--- config.mk ---
export PLATFORM = sky130hd
export DESIGN_NAME = mux4_rr_arbiter_flat
export DESIGN_NICKNAME = d
export VERILOG_FILES = /design/src/rtl/mux4_rr_arbiter_if.sv /design/src/rtl/mux4_rr_arbiter.sv /design/src/flat_wrapper.sv
export SDC_FILE = /design/constraint.sdc
export NUM_CORES = 1
export LEC_CHECK = 0
export ABC_CLOCK_PERIOD_IN_PS = 4600
export CELL_PAD_IN_SITES_DETAIL_PLACEMENT = 1
export CELL_PAD_IN_SITES_GLOBAL_PLACEMENT = 1
export CORE_UTILIZATION = 39
export DETAILED_ROUTE_END_ITERATION = 16
export PLACE_DENSITY_LB_ADDON = 0.1
export SKIP_CTS_REPAIR_TIMING = 1
export SLEW_MARGIN = 20
export SYNTH_ARGS = -nofsm -noshare
export SYNTH_HDL_FRONTEND = slang
export SYNTH_SLANG_ARGS = --single-unit
--- constraint.sdc ---
create_clock -name clk -period 4.6 [get_ports clk]
set_clock_uncertainty 0.1 [all_clocks]
set_input_delay 0.46 -clock clk [delete_from_list [all_inputs] [get_ports clk]]
set_output_delay 0.46 -clock clk [all_outputs]
set_load 0.02 [all_outputs]
--- src/rtl/mux4_rr_arbiter_if.sv ---
// Requester-side bus for mux4_rr_arbiter: request/release strobes in, grant/select/status out.
// master = requester side, slave = arbiter side.
interface mux4_rr_arbiter_if;
    logic [3:0] req;
    logic [3:0] done;
    logic [3:0] gnt;
    logic [1:0] sel;
    logic       busy;
    logic       timeout;

    modport master (
        output req,
        output done,
        input  gnt,
        input  sel,
        input  busy,
        input  timeout
    );

    modport slave (
        input  req,
        input  done,
        output gnt,
        output sel,
        output busy,
        output timeout
    );
endinterface

--- src/rtl/mux4_rr_arbiter.sv ---
// Round-robin arbiter for a shared 4-to-1 mux; registered one-hot grant plus select.
// Optional hold limit enabled by defining ARB_TIMEOUT_EN (uses MAX_HOLD).
module mux4_rr_arbiter #(
    parameter int unsigned MAX_HOLD = 16
) (
    input logic              clk,
    input logic              rst,
    mux4_rr_arbiter_if.slave bus
);

    typedef enum logic {
        IDLE,
        GRANT
    } state_t;

    if (MAX_HOLD < 2 || MAX_HOLD > 255) begin : g_bad_max_hold
        $error("mux4_rr_arbiter: MAX_HOLD must be in 2..255");
    end

    state_t     r_state;
    logic [3:0] r_gnt;
    logic [1:0] r_sel;
    logic       r_busy;
    logic [1:0] r_last;

    logic [3:0] w_cand;
    logic [1:0] w_win;
    logic [1:0] w_idx;
    logic       w_found;
    logic       w_any;
    logic       w_rel_norm;
    logic       w_limit;
    logic       w_release;

`ifdef ARB_TIMEOUT_EN
    logic [7:0] r_hcnt;
    logic       r_timeout;

    assign w_limit     = (r_hcnt == 8'(MAX_HOLD));
    assign bus.timeout = r_timeout;
`else
    assign w_limit     = 1'b0;
    assign bus.timeout = 1'b0;
`endif

    assign bus.gnt  = r_gnt;
    assign bus.sel  = r_sel;
    assign bus.busy = r_busy;

    // While granted, r_last is the holder, so masking it out and scanning from
    // r_last+1 gives both the idle order and the "exclude the releaser" order.
    always_comb begin
        w_cand  = (r_state == GRANT) ? (bus.req & ~(4'b0001 << r_last)) : bus.req;
        w_any   = |w_cand;
        w_win   = r_last;
        w_found = 1'b0;
        w_idx   = r_last;
        for (int unsigned k = 1; k <= 4; k++) begin
            w_idx = r_last + 2'(k);
            if (!w_found && w_cand[w_idx]) begin
                w_win   = w_idx;
                w_found = 1'b1;
            end
        end
        w_rel_norm = bus.done[r_last] | ~bus.req[r_last];
        w_release  = w_rel_norm | w_limit;
    end

    always_ff @(posedge clk) begin
        if (rst) begin
            r_state <= IDLE;
            r_gnt   <= '0;
            r_sel   <= '0;
            r_busy  <= 1'b0;
            r_last  <= 2'b11;
`ifdef ARB_TIMEOUT_EN
            r_hcnt    <= '0;
            r_timeout <= 1'b0;
`endif
        end else begin
`ifdef ARB_TIMEOUT_EN
            r_timeout <= 1'b0;
`endif
            case (r_state)
                IDLE: begin
                    if (w_any) begin
                        r_state <= GRANT;
                        r_gnt   <= 4'b0001 << w_win;
                        r_sel   <= w_win;
                        r_last  <= w_win;
                        r_busy  <= 1'b1;
`ifdef ARB_TIMEOUT_EN
                        r_hcnt  <= 8'd1;
`endif
                    end
                end
                GRANT: begin
                    if (w_release) begin
`ifdef ARB_TIMEOUT_EN
                        if (w_limit && !w_rel_norm) begin
                            r_timeout <= 1'b1;
                        end
`endif
                        if (w_any) begin
                            r_gnt  <= 4'b0001 << w_win;
                            r_sel  <= w_win;
                            r_last <= w_win;
`ifdef ARB_TIMEOUT_EN
                            r_hcnt <= 8'd1;
`endif
                        end else begin
                            r_state <= IDLE;
                            r_gnt   <= '0;
                            r_busy  <= 1'b0;
                        end
                    end else begin
`ifdef ARB_TIMEOUT_EN
                        if (r_hcnt != 8'hFF) begin
                            r_hcnt <= r_hcnt + 8'd1;
                        end
`endif
                    end
                end
                default: begin
                    r_state <= IDLE;
                    r_gnt   <= '0;
                    r_busy  <= 1'b0;
                end
            endcase
        end
    end

endmodule

--- src/flat_wrapper.sv ---
// flat-port wrapper written by rule: the top's interface ports become plain ports
module mux4_rr_arbiter_flat 
#(
    parameter int unsigned MAX_HOLD = 16
)
  (clk, rst, bus_req, bus_done, bus_gnt, bus_sel, bus_busy, bus_timeout);
  mux4_rr_arbiter_if bus_i ();
  input logic clk;
  input logic rst;
  input wire logic [$bits(bus_i.req)-1:0] bus_req;
  input wire logic [$bits(bus_i.done)-1:0] bus_done;
  output wire logic [$bits(bus_i.gnt)-1:0] bus_gnt;
  output wire logic [$bits(bus_i.sel)-1:0] bus_sel;
  output wire logic [$bits(bus_i.busy)-1:0] bus_busy;
  output wire logic [$bits(bus_i.timeout)-1:0] bus_timeout;
  assign bus_i.req = bus_req;
  assign bus_i.done = bus_done;
  assign bus_gnt = bus_i.gnt;
  assign bus_sel = bus_i.sel;
  assign bus_busy = bus_i.busy;
  assign bus_timeout = bus_i.timeout;
  mux4_rr_arbiter #(.MAX_HOLD(MAX_HOLD)) u_core (.clk(clk), .rst(rst), .bus(bus_i));
endmodule
==> impl_metrics.csv <==
group,metric,value,unit
route,drt_iter0_drc,14,
route,vias,797,
synth,synth_seq_cells,10,
worst_setup_path,cp.required,4.68,ns
route,finalWirelength,2.116,mm
timing,setup-tns-final,0,ns
timing,finalSetupViolations,0,
worst_setup_path,crit_type,"flip-flop to flip-flop",
synth,synth_flop_cell,"dfxtp_1",
timing,finalCriticalPeriod,2.494,ns
timing,rsz0062_at_grt,"no",
clocking,clkSinkCount,10,
synth,synthTopCellsByArea,"dfxtp_1, ha_1, nand2b_1",
route,antenna_left,0,
finish,layout_commonest_cell,"clkdlybuf4s50_1",
synth,synth_area,824.5,um^2
floorplan,fp.dieH,47.98,um
placed_design,port_buffers,16,
route,wl_per_cell,14.90,um
clocking,clock_latency,0.28,ns
run,maxCapViolations,0,
power,ir_drop,0.3180,mV
placed_design,hpwl,1.680,mm
finish,nFillCells,232,
synth,ys_seq_area_frac,0.2428,
worst_setup_path,slowest_delay,0.66,ns
power,cellLeakagePower,0.0003892,uW
synth,yosys.area.top_type_share,0.2428,
clocking,clockBufferDepth,2,
clocking,tritoncts,"yes",
finish,most-common-layout-cells,"clkdlybuf4s50_1, dfxtp_1, nor2_1",
outcome,status,"completed",
floorplan,rows,16,
route,drt-pass1-iter-count,4,
grt,grtUsageTotal,0.2266,
synth,yosys.area.top_type,"dfxtp_1",
timing,max_freq,401.0,MHz
synth,async_flop_share,0,
timing,worst_pin_slew,0.5326,ns
finish,layout-drive-gt1-share,0.1217,
synth,synth_nets,113,
finish,n_antenna_cell,0,
power,p_per_area,599.2,nW/um^2
finish,syn_to_final_growth,24.58,%
worst_setup_path,crit_path_start_kind,"flip-flop",
worst_setup_path,crit_path_end_kind,"flip-flop",
worst_setup_path,slowest_stage,"dfxtp_1",
floorplan,initial_utilization,0.4160,
clocking,numCtsBuffers,3,
timing,finalHoldViolations,0,
route,drc_errors,0,
timing,slew_headroom,0.6444,
floorplan,core,1982,um^2
worst_setup_path,crit_fanout,12,
placed_design,gp_congestion,0.7084,
worst_setup_path,crit_chain,"inv_6, ha_1, inv_1, a221o_1, a221oi_2, nor3_1, o41ai_1",
finish,finalNetCount,130,
timing,drv_slew,0,
clocking,path_clk_slew,0.07,ns
route,routed_via_density,5.613,
worst_hold_path,min_path_type,"flip-flop to flip-flop",
grt,gr-total-overflow,0,
clocking,cts_root_buf,"clkbuf_4",
floorplan,die-area,2302,um^2
grt,grt_max_degree,15,
timing,post-route-period-util,0.5422,
grt,grt_pass1_vias,740,
timing,holdWs,0.3645,ns
synth,ys_types,44,
synth,netlist_instances,99,
clocking,htreeDepth,1,
floorplan,pin_count,18,
grt,grt_pass1_wl,3.512,mm
floorplan,fp.dieW,47.98,um
synth,yosysWarningCount,0,
synth,syn_area_per_cell,8.329,um^2
synth,synth_edf_count,0,
grt,antenna_found_initial,0,
worst_setup_path,cp.arrival,2.57,ns
## area by class of cell
cell class	count	area, um^2	share of cell area
Multi-Input combinational cell	79	569.3	0.5542
Sequential cell	10	200.2	0.1949
Timing Repair Buffer	16	160.2	0.1559
Clock buffer	4	36.28	0.03532
Tap cell	27	33.78	0.03289
Inverter	6	27.53	0.02680
## metal layers
metal	up-vias	track usage	wire, um
met2	13	0.3378	916
li1	404	-	-
met5	-	0	0
met1	378	0.3266	1110
met3	2	0.06792	79
met4	0	0.03333	9
## critical path: cells and delay by family, from the launching register on
kind / cells / cell delay [ns]
simple gates: 1 / 0.12
flops: 1 / 0.66
compound gates: 3 / 0.98
buf+inv: 2 / 0.17
fa+ha+maj: 1 / 0.37
## path summary, 6_finish.rpt
check             slack, ns               from  cells past startpoint           endpoint
setup / recovery       2.11   u_core.r_last[0]                      7  u_core.bus.gnt[2]
hold / removal         0.36  u_core.bus.gnt[0]                      2  u_core.bus.gnt[0]
setup reg to reg       2.11   u_core.r_last[0]                      7  u_core.bus.gnt[2]
hold reg to reg        0.36  u_core.bus.gnt[0]                      2  u_core.bus.gnt[0]
## where the power goes
part | switching, uW | internal, uW | total (uW)
Sequential | 42.9 | 120 | 163
Combinational | 201 | 168 | 369
Clock | 34.9 | 48.2 | 83.1
Total | 279 | 337 | 616
## synth_stat cells (all sizes together) (3+ instances only)
cell type and n:
o21ai 6, dfxtp 10, a21oi 4, and2 5, nand2 6, nor2b 4
nand2b 5, nor3 3, nor2 8, inv 6, ha 4, o211ai 3
## cell families after synthesis
logic type               Yosys count  share of synthesized area
AO/OA/AOI/OAI                     36                     0.3475
other                              1                   0.004548
adder cells (fa/ha/maj)            4                    0.06070
buffers and inverters             10                    0.06676
flip-flops                        10                     0.2428
AND/OR/NAND/NOR                   36                     0.2382
multiplexers                       2                    0.03945
## stage by stage
stage	area, um^2	utilization	setup slack [ns]	instances	total power, uW
6_report	1027	0.5183	2.106	142	615.5
3_3_place_gp	991.0	0.5000	2.018	138	526.9
4_1_cts	1027	0.5183	2.117	142	616.4
5_1_grt	1027	0.5183	1.874	142	670.5
3_5_place_dp	991.0	0.5000	1.971	138	531.9
2_1_floorplan	824.5	-	2.463	99	429.9
## state kept, by name, indices dropped and copies added (netlist names)
name and cells:
u_core.bus.sel 2, u_core.r_state 1, u_core.r_last 2, u_core.bus.busy 1, u_core.bus.gnt 4
No activity file was read; power rests on OpenSTA's default activity.
